--- src/rtl/gnrl_fifo_pkg.sv ---
// Shared defaults for the general-purpose FIFO slice.
package gnrl_fifo_pkg;
   localparam int GNRL_FIFO_DW_DEF = 32;
   localparam int GNRL_FIFO_DP_DEF = 4;
endpackage

--- src/rtl/gnrl_dffl.sv ---
// Load-enabled flop bank without reset, used for storage that is never read before written.
module gnrl_dffl #(
   parameter int W = 1
) (
   input  logic         clk,
   input  logic         lden_i,
   input  logic [W-1:0] d_i,
   output logic [W-1:0] q_o
);
   logic [W-1:0] q_q;

   always_ff @(posedge clk) begin
      if (lden_i) begin
         q_q <= d_i;
      end
   end

   assign q_o = q_q;
endmodule

--- src/rtl/gnrl_dfflr.sv ---
// Load-enabled flop bank with asynchronous active-low clear.
module gnrl_dfflr #(
   parameter int W = 1
) (
   input  logic         clk,
   input  logic         rst_n,
   input  logic         lden_i,
   input  logic [W-1:0] d_i,
   output logic [W-1:0] q_o
);
   logic [W-1:0] q_q;

   always_ff @(posedge clk or negedge rst_n) begin
      if (!rst_n) begin
         q_q <= '0;
      end else if (lden_i) begin
         q_q <= d_i;
      end
   end

   assign q_o = q_q;
endmodule

--- src/rtl/gnrl_fifo.sv ---
// Synchronous first-word-fall-through FIFO; pointers carry one extra wrap bit
// so full and empty are told apart without a separate counter register.
module gnrl_fifo
   import gnrl_fifo_pkg::*;
#(
   parameter int DW = GNRL_FIFO_DW_DEF,
   parameter int DP = GNRL_FIFO_DP_DEF
) (
   input  logic                   clk,
   input  logic                   rst_n,
   input  logic                   i_vld,
   output logic                   i_rdy,
   input  logic [DW-1:0]          i_dat,
   output logic                   o_vld,
   input  logic                   o_rdy,
   output logic [DW-1:0]          o_dat,
   output logic [$clog2(DP):0]    cnt
);
   localparam int AW = $clog2(DP);

   logic [AW:0]   wptr_q;
   logic [AW:0]   wptr_d;
   logic [AW:0]   rptr_q;
   logic [AW:0]   rptr_d;
   logic          full_s;
   logic          empty_s;
   logic          push_s;
   logic          pop_s;
   logic [DW-1:0] mem_q [DP];

   assign empty_s = (wptr_q == rptr_q);
   assign full_s  = (wptr_q[AW-1:0] == rptr_q[AW-1:0]) && (wptr_q[AW] != rptr_q[AW]);

   // Handshake flags come from registered pointers only, so there is no ready/valid pass-through.
   assign i_rdy  = !full_s;
   assign o_vld  = !empty_s;
   assign push_s = i_vld && i_rdy;
   assign pop_s  = o_vld && o_rdy;

   assign wptr_d = wptr_q + {{AW{1'b0}}, 1'b1};
   assign rptr_d = rptr_q + {{AW{1'b0}}, 1'b1};

   gnrl_dfflr #(.W(AW + 1)) u_wptr (
      .clk    (clk),
      .rst_n  (rst_n),
      .lden_i (push_s),
      .d_i    (wptr_d),
      .q_o    (wptr_q)
   );

   gnrl_dfflr #(.W(AW + 1)) u_rptr (
      .clk    (clk),
      .rst_n  (rst_n),
      .lden_i (pop_s),
      .d_i    (rptr_d),
      .q_o    (rptr_q)
   );

   for (genvar e = 0; e < DP; e++) begin : g_mem
      gnrl_dffl #(.W(DW)) u_ent (
         .clk    (clk),
         .lden_i (push_s && (wptr_q[AW-1:0] == AW'(e))),
         .d_i    (i_dat),
         .q_o    (mem_q[e])
      );
   end

   assign o_dat = mem_q[rptr_q[AW-1:0]];
   // Modulo subtraction of the extended pointers yields 0..DP directly.
   assign cnt   = wptr_q - rptr_q;
endmodule
--- config.mk ---
export PLATFORM = sky130hd
export DESIGN_NAME = gnrl_fifo
export DESIGN_NICKNAME = d
export VERILOG_FILES = /design/src/rtl/gnrl_fifo_pkg.sv /design/src/rtl/gnrl_dffl.sv /design/src/rtl/gnrl_dfflr.sv /design/src/rtl/gnrl_fifo.sv
export SDC_FILE = /design/constraint.sdc
export NUM_CORES = 1
export LEC_CHECK = 0
export ABC_CLOCK_PERIOD_IN_PS = 3200
export BUFFER_PORTS_ARGS = -buffer_cell sky130_fd_sc_hd__buf_2
export CORE_ASPECT_RATIO = 0.5
export CORE_MARGIN = 8
export CORE_UTILIZATION = 51
export DETAILED_ROUTE_END_ITERATION = 7
export PLACE_DENSITY = 0.8
export SLEW_MARGIN = 10
export SYNTH_ARGS = -nofsm -noshare
export SYNTH_HDL_FRONTEND = slang
export SYNTH_HIERARCHICAL = 1
export SYNTH_SLANG_ARGS = --single-unit
--- constraint.sdc ---
create_clock -name clk -period 3.2 [get_ports clk]
set_input_delay 0.32 -clock clk [delete_from_list [all_inputs] [get_ports clk]]
set_output_delay 0.32 -clock clk [all_outputs]
set_load 0.005 [all_outputs]
==> impl_metrics.py <==
metrics = {
    "run_status": {
        "run_status": "finished, final reports clean",
    },
    "routing": {
        "drtIter0Drc": 131,
        "wl_per_cell_um": 20.7,
        "ant_nets": 0,
        "drc": 0,
        "vias": 2395,
        "wl_um": 9430,
        "drtPass1Iterations": 4,
        "vias_per_cell": 5.26,
    },
    "timing": {
        "worst_pin_slew_ns": 0.707,
        "fin_crit_sh_pct": 76.5,
        "max_slew_margin_pct": 52.9,
        "skew_ns": 0.00469,
        "setup_tns_ns": 0,
        "rsz0062_at_grt": "false",
        "hold_viol": 0,
        "setup_viol": 0,
        "fmax_mhz": 408,
        "drv_slew": 0,
        "fin_crit_ns": 2.45,
    },
    "final_layout": {
        "fin_nets": 346,
        "final_area_um2": 6240,
        "drive_above_1_share_pct": 47.9,
        "final_cells": 455,
        "syn_to_final_growth_pct": 21.6,
        "fill_cells": 703,
        "insertedDiodeCount": 0,
    },
    "critical_path": {
        "reg2reg_depth": 5,
        "startpoint_type": "flop",
        "cp_data_arrival_time_ns": 2.13,
        "critPathMaxFanout": 35,
        "rrSetupSlack_ns": 0.83,
        "endpoint_kind": "output port",
        "crit_required_ns": 2.88,
        "crit_type": "reg2out",
        "regToRegEndpoint": "u_wptr/q_o[1]",
        "r2r-start": "u_wptr/q_o[0]",
    },
    "logic_synthesis": {
        "avgSynthCellArea_um2": 24.1,
        "synth_seq_cells": 134,
        "syn-num-nets": 257,
        "post-synth-top-count-cell": "edfxtp_1",
        "synth-async-reset-ratio_pct": 4.48,
        "synth_top_cells_by_count": "edfxtp_1 (128), mux4_2 (29), ha_1 (7)",
        "yosysWarnings": 6,
        "synth.area.top_cells": "edfxtp_1 (75%), mux4_2 (13%), dfrtp_1 (2.9%)",
        "ys.flop_type": "edfxtp_1",
        "syn-instance-count": 213,
        "synth_edf_count": 128,
        "synth_top_cell_area_share_pct": 74.9,
        "ys_types": 20,
        "netlist_area_um2": 5130,
        "yosysTopAreaCell": "edfxtp_1",
        "yosysSeqAreaShare_pct": 77.9,
    },
    "global_routing": {
        "grt-ovfl-total": 0,
        "grt_pass1_wl_um": 14700,
        "grtUsageTotal_pct": 15.1,
        "first_global_vias": 2596,
        "grt_max_degree": 36,
        "antenna_found_initial": 0,
    },
    "clocking": {
        "clockBufferDepth": 2,
        "clk_pin_slew_ns": 0.06,
        "clock-root-buffer": "clkbuf_16",
        "tritoncts": "yes",
        "h-tree-depth": 4,
        "numCtsBuffers": 17,
        "cts_sinks": 134,
        "worstSkewPairLatency_ns": 0.41,
    },
    "placed_design": {
        "gp_congestion": 0.835,
        "placed_cells": 422,
        "placed_area_um2": 5660,
        "io_buffers": 72,
        "dp_hpwl_um": 5770,
    },
    "worst_hold_path": {
        "hold_start": "i_dat[11]",
        "holdPathStages": 1,
        "min_to": "g_mem[3].u_ent/q_o[11]",
        "hold_path_class": "in2reg",
    },
    "die": {
        "start_util_pct": 51.4,
        "fp-row-count": 26,
        "die_w_um": 158,
        "io-pin-count": 73,
        "design.core.area_um2": 9990,
        "dieHeight_um": 86.9,
        "die_area_um2": 13700,
    },
    "pwr": {
        "leakagePower_nw": 2.22,
        "irDropWorstVdd_mv": 0.502,
        "power_density_nw_per_um2": 998,
    },
    "flow_run": {
        "drv_cap": 0,
    },
}
[what timing repair did]
item / in CTS / in global routing
hold buffers: 1 / 0
resized for setup: 0 / 0
endpoints found under the hold margin: 6 / 0
setup buffers: 0 / 0
[cells in the final DEF, fill, tap and decap left out, drive strengths merged]
cell / n
a21boi: 1
buf: 78
clkbuf: 17
edfxtp: 128
mux2: 6
o21a: 1
and2: 1
clkinv: 10
a21oi: 4
nand2b: 1
bufinv: 2
nand2: 6
inv: 6
dlygate4sd3: 1
ha: 7
dfrtp: 6
clkinvlp: 3
fa: 1
mux4: 32
xor2: 4
[per-layer routing]
layer  part of all wire [%]  vias to the layer above  track usage, %
met1                     47                     1242            20.3
met5                      0                        -               0
met4                   0.85                        0            5.92
met2                     45                       76            21.7
met3                    7.2                       14            6.04
li1                       -                     1063               -
[state kept, by name (all words and copies together), names as in the netlist]
register and cells:
u_rptr/q_o 3, g_mem.u_ent/q_o 128, u_wptr/q_o 3
[through the flow]
stage          setup slack [ns]  util, %  total power, mW  hold WS [ns]
6_report                  0.751     62.5             6.22         0.124
2_1_floorplan            -0.262        -             3.76        0.0244
3_5_place_dp              0.871     56.7             4.47         0.161
5_1_grt                   0.615     62.5             6.56         0.105
3_3_place_gp              0.968     56.7             4.42         0.159
4_1_cts                   0.693     62.5             6.32         0.101
[final cells by class]
| cell class | count | area, um^2 | share of cell area, % |
|---|---|---|---|
| Clock buffer | 17 | 425 | 6.82 |
| Clock inverter | 15 | 139 | 2.23 |
| Inverter | 6 | 22.5 | 0.361 |
| Multi-Input combinational cell | 64 | 1060 | 17.1 |
| Sequential cell | 134 | 4000 | 64.1 |
| Tap cell | 140 | 175 | 2.81 |
| Timing Repair Buffer | 79 | 415 | 6.66 |
[cell families after synthesis]
family	count (synthesis)	synth area share, %
buf+inv	15	2.27
fa+ha+maj	8	2.10
mux	38	15.6
compound gates	6	0.683
xor+xnor	4	0.829
flops	134	77.9
simple gates	8	0.683
[power by group]
part / leakage [nW] / internal, mW / switching (mW)
registers: 1.24 / 2.38 / 0.115
logic: 0.700 / 0.878 / 1.01
clock network: 0.275 / 1.13 / 0.702
[critical path: stages, from the launching register on]
cell and delay (ns):
dfrtp_2 0.35, buf_4 0.55, mux4_1 0.65, buf_2 0.15
[worst max path at each step]
stage | slack (ns) | cells after the start | endpoint | startpoint
floorplan | -0.26 | 7 | g_mem[0].u_ent/q_o[0] | u_rptr/q_o[1]
global placement | 0.97 | 5 | g_mem[1].u_ent/q_o[12] | u_wptr/q_o[0]
detailed placement | 0.87 | 5 | u_wptr/q_o[1] | u_wptr/q_o[0]
CTS | 0.69 | 3 | o_dat[23] | u_rptr/q_o[0]
global route | 0.62 | 3 | o_dat[24] | u_rptr/q_o[0]
finish | 0.75 | 3 | o_dat[24] | u_rptr/q_o[0]
No activity file was read; power rests on OpenSTA's default activity.
